### src/rtl/mem_access_unit_pkg.sv
// Shared definitions for the data-memory access unit and its lane logic.
//   - size encodings carried on req_size
//   - FSM state encoding of the access unit
//   - is_aligned(): legality of a (size, addr[1:0]) pair
package mem_access_unit_pkg;

  localparam logic [1:0] SZ_BYTE = 2'd0;
  localparam logic [1:0] SZ_HALF = 2'd1;
  localparam logic [1:0] SZ_WORD = 2'd2;
  localparam logic [1:0] SZ_BAD  = 2'd3;

  typedef enum logic [1:0] {
    ST_IDLE = 2'd0,  // ready for a new request
    ST_RESP = 2'd1,  // load data returning on mem_q
    ST_RMW  = 2'd2   // old word on mem_q, merge and write back
  } state_t;

  // A request is legal when its size is defined and its byte address is
  // naturally aligned to that size.
  function automatic logic is_aligned(input logic [1:0] size, input logic [1:0] addr_lo);
    case (size)
      SZ_BYTE: is_aligned = 1'b1;
      SZ_HALF: is_aligned = ~addr_lo[0];
      SZ_WORD: is_aligned = (addr_lo == 2'b00);
      default: is_aligned = 1'b0;
    endcase
  endfunction

endpackage

### src/rtl/mem_lane_logic.sv
// Combinational byte-lane logic for a 32-bit little-endian word memory.
//   addr_lo    : byte offset within the word (addr[1:0])
//   size       : SZ_BYTE / SZ_HALF / SZ_WORD (other codes act as word)
//   sext       : 1 = sign-extend loads, 0 = zero-extend
//   word       : word read from memory
//   wdata      : right-aligned store data
//   load_data  : selected lane of word, extended to 32 bits
//   store_word : word with the target lane replaced by wdata
module mem_lane_logic
  import mem_access_unit_pkg::*;
(
  input  logic [1:0]  addr_lo,
  input  logic [1:0]  size,
  input  logic        sext,
  input  logic [31:0] word,
  input  logic [31:0] wdata,
  output logic [31:0] load_data,
  output logic [31:0] store_word
);

  logic [4:0]  byte_lsb;
  logic [7:0]  byte_sel;
  logic [15:0] half_sel;

  // Byte k lives in bits [8k+7:8k]; halves are picked by addr[1] only, so
  // addr[0] is ignored for halfwords when alignment is not enforced.
  assign byte_lsb = {addr_lo, 3'b000};
  assign byte_sel = word[byte_lsb +: 8];
  assign half_sel = addr_lo[1] ? word[31:16] : word[15:0];

  // NOTE: every output gets a default first so no path through the case
  // leaves it unassigned, which would infer a latch.
  always_comb begin
    load_data  = word;
    store_word = wdata;
    case (size)
      SZ_BYTE: begin
        load_data                  = {{24{sext & byte_sel[7]}}, byte_sel};
        store_word                 = word;
        store_word[byte_lsb +: 8]  = wdata[7:0];
      end
      SZ_HALF: begin
        load_data  = {{16{sext & half_sel[15]}}, half_sel};
        store_word = addr_lo[1] ? {wdata[15:0], word[15:0]} : {word[31:16], wdata[15:0]};
      end
      default: begin
        load_data  = word;
        store_word = wdata;
      end
    endcase
  end

endmodule

### src/rtl/mem_access_unit.sv
// Pipeline MEM-stage initiator for a single-port word memory with a
// registered 1-cycle read. Turns byte/half/word loads and stores into word
// accesses (read-modify-write for sub-word stores), extends load data, and
// passes pipeline hold/flush through to the memory.
//   clk, nrst         : clock, asynchronous active-low reset
//   req_*             : pipeline request (valid, we, size, sext, addr, wdata)
//   hold, flush       : pipeline stall / abort
//   busy              : no request can be accepted this cycle
//   rsp_valid/rdata   : load result, 1 cycle after acceptance
//   err               : one-cycle pulse for a misaligned/invalid request
//   mem_cen/wen/a/d   : memory command, word-aligned address, write data
//   mem_hold/flush    : stall/abort forwarded to the memory
//   mem_q             : memory read data
module mem_access_unit
  import mem_access_unit_pkg::*;
#(
  parameter int ADDR_W      = 32,
  parameter bit CHECK_ALIGN = 1'b1
) (
  input  logic              clk,
  input  logic              nrst,
  input  logic              req_valid,
  input  logic              req_we,
  input  logic [1:0]        req_size,
  input  logic              req_sext,
  input  logic [ADDR_W-1:0] req_addr,
  input  logic [31:0]       req_wdata,
  input  logic              hold,
  input  logic              flush,
  output logic              busy,
  output logic              rsp_valid,
  output logic [31:0]       rsp_rdata,
  output logic              err,
  output logic              mem_cen,
  output logic              mem_wen,
  output logic [ADDR_W-1:0] mem_a,
  output logic [31:0]       mem_d,
  output logic              mem_hold,
  output logic              mem_flush,
  input  logic [31:0]       mem_q
);

  state_t            state;
  logic [ADDR_W-1:0] addr_q;
  logic [1:0]        size_q;
  logic              sext_q;
  logic [31:0]       wdata_q;

  logic        accept;
  logic        legal;
  logic        go;
  logic        sub_store;
  logic [31:0] lane_load;
  logic [31:0] lane_store;

  // Gating with nrst keeps every command output at 0 while reset is held,
  // even if the pipeline keeps presenting a request.
  assign accept    = nrst & req_valid & (state == ST_IDLE) & ~hold & ~flush;
  assign legal     = ~CHECK_ALIGN | is_aligned(req_size, req_addr[1:0]);
  assign go        = accept & legal;
  assign sub_store = req_we & ((req_size == SZ_BYTE) | (req_size == SZ_HALF));

  assign busy      = nrst & ((state != ST_IDLE) | hold);
  assign mem_hold  = hold;
  assign mem_flush = flush & ~hold;

  mem_lane_logic u_lane (
    .addr_lo    (addr_q[1:0]),
    .size       (size_q),
    .sext       (sext_q),
    .word       (mem_q),
    .wdata      (wdata_q),
    .load_data  (lane_load),
    .store_word (lane_store)
  );

  // In RESP/RMW the memory stays enabled as a read of the same word: under
  // hold the memory keeps Q, and on flush nothing is written.
  always_comb begin
    mem_cen   = 1'b0;
    mem_wen   = 1'b0;
    mem_a     = '0;
    mem_d     = '0;
    rsp_valid = 1'b0;
    rsp_rdata = '0;
    case (state)
      ST_IDLE: begin
        if (go) begin
          mem_cen = 1'b1;
          mem_wen = req_we & ~sub_store;
          mem_a   = {req_addr[ADDR_W-1:2], 2'b00};
          mem_d   = (req_we & ~sub_store) ? req_wdata : 32'd0;
        end
      end
      ST_RESP: begin
        mem_cen = 1'b1;
        mem_a   = {addr_q[ADDR_W-1:2], 2'b00};
        if (!hold && !flush) begin
          rsp_valid = 1'b1;
          rsp_rdata = lane_load;
        end
      end
      ST_RMW: begin
        mem_cen = 1'b1;
        mem_a   = {addr_q[ADDR_W-1:2], 2'b00};
        if (!hold && !flush) begin
          mem_wen = 1'b1;
          mem_d   = lane_store;
        end
      end
      default: ;
    endcase
  end

  // NOTE: sequential state uses non-blocking assignments so every register
  // samples the pre-edge values, independent of statement order.
  always_ff @(posedge clk or negedge nrst) begin
    if (!nrst) begin
      state   <= ST_IDLE;
      addr_q  <= '0;
      size_q  <= SZ_BYTE;
      sext_q  <= 1'b0;
      wdata_q <= '0;
      err     <= 1'b0;
    end else begin
      err <= accept & ~legal;
      case (state)
        ST_IDLE: begin
          if (go) begin
            addr_q  <= req_addr;
            size_q  <= req_size;
            sext_q  <= req_sext;
            wdata_q <= req_wdata;
            if (!req_we)       state <= ST_RESP;
            else if (sub_store) state <= ST_RMW;
          end
        end
        ST_RESP, ST_RMW: begin
          // Flush also lands here: the operation is dropped without a write.
          if (!hold) state <= ST_IDLE;
        end
        default: state <= ST_IDLE;
      endcase
    end
  end

endmodule

### config.mk
export PLATFORM = sky130hd
export DESIGN_NAME = mem_access_unit
export DESIGN_NICKNAME = d
export VERILOG_FILES = /design/src/rtl/mem_access_unit_pkg.sv /design/src/rtl/mem_lane_logic.sv /design/src/rtl/mem_access_unit.sv
export SDC_FILE = /design/constraint.sdc
export NUM_CORES = 1
export LEC_CHECK = 0
export CAP_MARGIN = 20
export CORE_MARGIN = 4
export CORE_UTILIZATION = 46
export DETAILED_ROUTE_END_ITERATION = 6
export PLACE_DENSITY = 0.82
export REMOVE_ABC_BUFFERS = 1
export SYNTH_ARGS = -nofsm -noshare
export SYNTH_HDL_FRONTEND = slang
export SYNTH_SLANG_ARGS = --single-unit
### constraint.sdc
create_clock -name clk -period 2.9 [get_ports clk]
set_input_delay 0.29 -clock clk [delete_from_list [all_inputs] [get_ports clk]]
set_output_delay 0.29 -clock clk [all_outputs]
set_load 0.02 [all_outputs]
==> results.tsv <==
stage	metric	value	unit
run_status	status	finished, final reports clean	
sta	Final Skew	0.00268	ns
power	Peak VDD IR	0.532	mV
sta	endpoints failing hold	0	
floorplanning	die width	118	µm
global_routing	first-pass GRT wire length	35300	µm
detailed_routing	Total Routed Length	22200	µm
final_layout	layout cells sized above 1	15.9	%
power	Pleak	4.16	nW
cts	Reg clk slew, reported paths	0.06	ns
hold_path	hold crit path type	input port to asynchronous set/reset pin	
cts	clock sinks	70	
logic_synthesis	Post-synth EDFFs	0	
floorplanning	area of the die	13900	µm²
cts	H-tree levels	3	
setup_path	reg-to-reg slack, setup	0.64	ns
placed_design	port bufs	205	
final_layout	P&R area growth vs syn	50.4	%
cts	clk root buf	clkbuf_16	
final_layout	Non-Filler Instances	1025	
sta	Slew @ Worst Pin	0.606	ns
detailed_routing	number of vias in the routed layout	6416	
detailed_routing	Detail Route Antenna Nets	0	
setup_path	R2R depth	6	
setup_path	FF-to-FF Start	state[1]$_DFFE_PN0P_	
logic_synthesis	Mapped Cells	667	
setup_path	data arrival time of the worst path	2.53	ns
logic_synthesis	synth top area cells	dfrtp_1 31%, nand2_1 7.6%, mux2_2 7.1%, a21oi_1 4.9%, o21ai_0 4.7%	
final_layout	fin nets	991	
setup_path	worst-path fanout max	6	
logic_synthesis	Mean Syn Cell Area	8.35	µm²
detailed_routing	router iterations before antenna repair	5	
global_routing	gr ovfl total	0	
sta	final setup fails	0	
final_layout	filler instances	921	
sta	total negative setup slack	0	ns
sta	Final period util	97.4	%
global_routing	vias in the first global route	6445	
final_layout	ANT cells	0	
global_routing	largest net degree at the start of global routing	40	
logic_synthesis	Distinct cells, synth	56	
power	Pwr Density	882	nW/µm²
logic_synthesis	FF+latch count, synth	70	
floorplanning	I/O pin cnt	208	
logic_synthesis	share of flip-flops with an asynchronous set or reset	100	%
floorplanning	initial core utilization	47.9	%
logic_synthesis	count leader, synth	nand2_1	
sta	Slew Limit Fails	0	
floorplanning	core area	11600	µm²
setup_path	Req. time, crit path	2.61	ns
detailed_routing	WL/cell	21.7	µm
global_routing	Total GRT Usage	31.2	%
setup_path	crit end category	output pin	
flow_run	Max-Cap Viols	0	
sta	fin crit period	2.82	ns
floorplanning	std cell rows	39	
sta	Max Clk Rate	0.354	GHz
logic_synthesis	Synth Cell Area	5570	µm²
detailed_routing	drt initial violations	616	
floorplanning	die height	118	µm
global_routing	initial antenna violation count	0	
logic_synthesis	register area share after synthesis	31.5	%
placed_design	GPL Wtd Cong	0.927	
cts	clock latency on the worst-skew pair	0.33	ns
cts	cts bufs inserted	9	
logic_synthesis	Synth warnings	0	
detailed_routing	number of remaining DRC errors	0	
placed_design	placed insts	1006	
setup_path	Crit Path Class	flip-flop to output pin	
setup_path	R2R Path End	wdata_q[14]$_DFFE_PN0P_	
logic_synthesis	largest area contributor in the netlist	dfrtp_1	
cts	CTS tree	done	
sta	Slew Limit Headroom	59.6	%
cts	Clock Tree Buf Depth	2	
logic_synthesis	post-synth top area share	31.5	%
cts	hold-fix buffer count after cts	0	
logic_synthesis	Main synth FF type	dfrtp_1	
setup_path	Worst setup SP type	flip-flop	
placed_design	post-DP HPWL	16000	µm
logic_synthesis	Post-synth top cells	113 x nand2_1, 70 x dfrtp_1, 55 x a21oi_1	
detailed_routing	Vias/cell	6.26	
-- where the power goes --
| part | internal [mW] | switching (mW) |
|---|---|---|
| Clock | 0.779 | 0.449 |
| Combinational | 1.92 | 2.39 |
| Sequential | 1.45 | 0.393 |
| Total | 4.15 | 3.23 |
-- through the flow --
| step | hold slack, ns | util, % | power [mW] | setup slack, ns | area (µm²) |
|---|---|---|---|---|---|
| 5_1_grt | 0.0616 | 72.1 | 7.83 | -0.00673 | 8370 |
| 6_report | 0.0230 | 72.1 | 7.39 | 0.0762 | 8370 |
| 4_1_cts | 0.0370 | 70.8 | 7.23 | -0.0571 | 8220 |
| 2_1_floorplan | -0.00559 | - | 4.25 | -0.129 | 5240 |
| 3_3_place_gp | 0.381 | 68.2 | 5.93 | 0.144 | 7920 |
| 3_5_place_dp | 0.390 | 68.2 | 6.03 | 0.167 | 7920 |
-- worst max-delay path, cell delays in order (launching register included) --
cell and delay [ns]:
dfrtp_1 0.36, inv_1 0.15, ha_1 0.29, nor4b_4 0.26
buf_4 0.19, nand3b_2 0.19, o221ai_1 0.26, a22o_1 0.16
dlygate4sd2_1 0.33
-- registers in the layout, summed over array words and instances (netlist names) --
register and count:
wdata_q 32, size_q 2, state 2, sext_q 1, err 1, addr_q 32
-- cells in the final DEF (no fill, tap or decap), types with 4 or more instances in the layout --
master	instances
dlygate4sd2_1	38
o211ai_1	6
o21ai_0	51
ha_1	5
mux4_2	8
buf_12	4
a22o_1	16
inv_1	19
o21a_1	7
nand4_1	6
nor3b_1	13
clkbuf_16	9
o22ai_1	7
mux2i_1	6
o221ai_1	21
clkdlybuf4s50_1	133
mux2_1	4
dfrtp_1	68
a22oi_1	9
and4_1	5
nor3_1	7
buf_4	51
nand2b_1	5
o2bb2ai_1	15
nand2_1	113
nand3_1	45
a31oi_1	11
a221oi_1	4
dlymetal6s2s_1	30
nor2_1	16
nor2b_1	10
a21oi_1	55
mux2_2	35
-- kinds of logic after synthesis --
logic type | count (synthesis) | share of synthesized area [%]
other | 1 | 0.0674
multiplexers | 53 | 12.2
AND/OR/NAND/NOR | 237 | 21.4
buffers and inverters | 83 | 7.37
flip-flops | 70 | 31.5
adder cells (fa/ha/maj) | 9 | 2.02
AO/OA/AOI/OAI | 214 | 25.5
-- routing by layer --
| metal | share of wire (%) | global-route usage [%] | vias to the layer above |
|---|---|---|---|
| li1 | - | - | 2877 |
| met1 | 39 | 39.6 | 3053 |
| met5 | 0 | 0 | - |
| met4 | 2.4 | 10.3 | 0 |
| met3 | 11 | 8.65 | 49 |
| met2 | 47 | 51.3 | 437 |
-- area by class of cell --
| type | instances | area [µm²] | share of cell area (%) |
|---|---|---|---|
| Clock buffer | 11 | 243 | 2.90 |
| Clock inverter | 5 | 81.3 | 0.971 |
| Inverter | 20 | 75.1 | 0.897 |
| Multi-Input combinational cell | 515 | 3470 | 41.5 |
| Sequential cell | 70 | 1750 | 21.0 |
| Tap cell | 143 | 179 | 2.14 |
| Timing Repair Buffer | 261 | 2570 | 30.7 |
-- what timing repair did --
action | 4_1_cts | 5_1_grt
gates cloned | 0 | 0
buffers inserted | 2 | 0
resized for setup | 46 | 44
endpoints found under the setup margin | 65 | 46
-- how the worst max path moves through the flow --
stage,startpoint,end,cells after the start
after detailed placement,hold,mem_a[4],7
after CTS,addr_q[1]$_DFFE_PN0P_,mem_d[15],8
after floorplan,addr_q[1]$_DFFE_PN0P_,mem_d[2],6
after global routing,addr_q[0]$_DFFE_PN0P_,mem_d[28],8
final,addr_q[0]$_DFFE_PN0P_,mem_d[28],8
after global placement,addr_q[1]$_DFFE_PN0P_,mem_d[24],6
No activity file was read; power rests on OpenSTA's default activity.
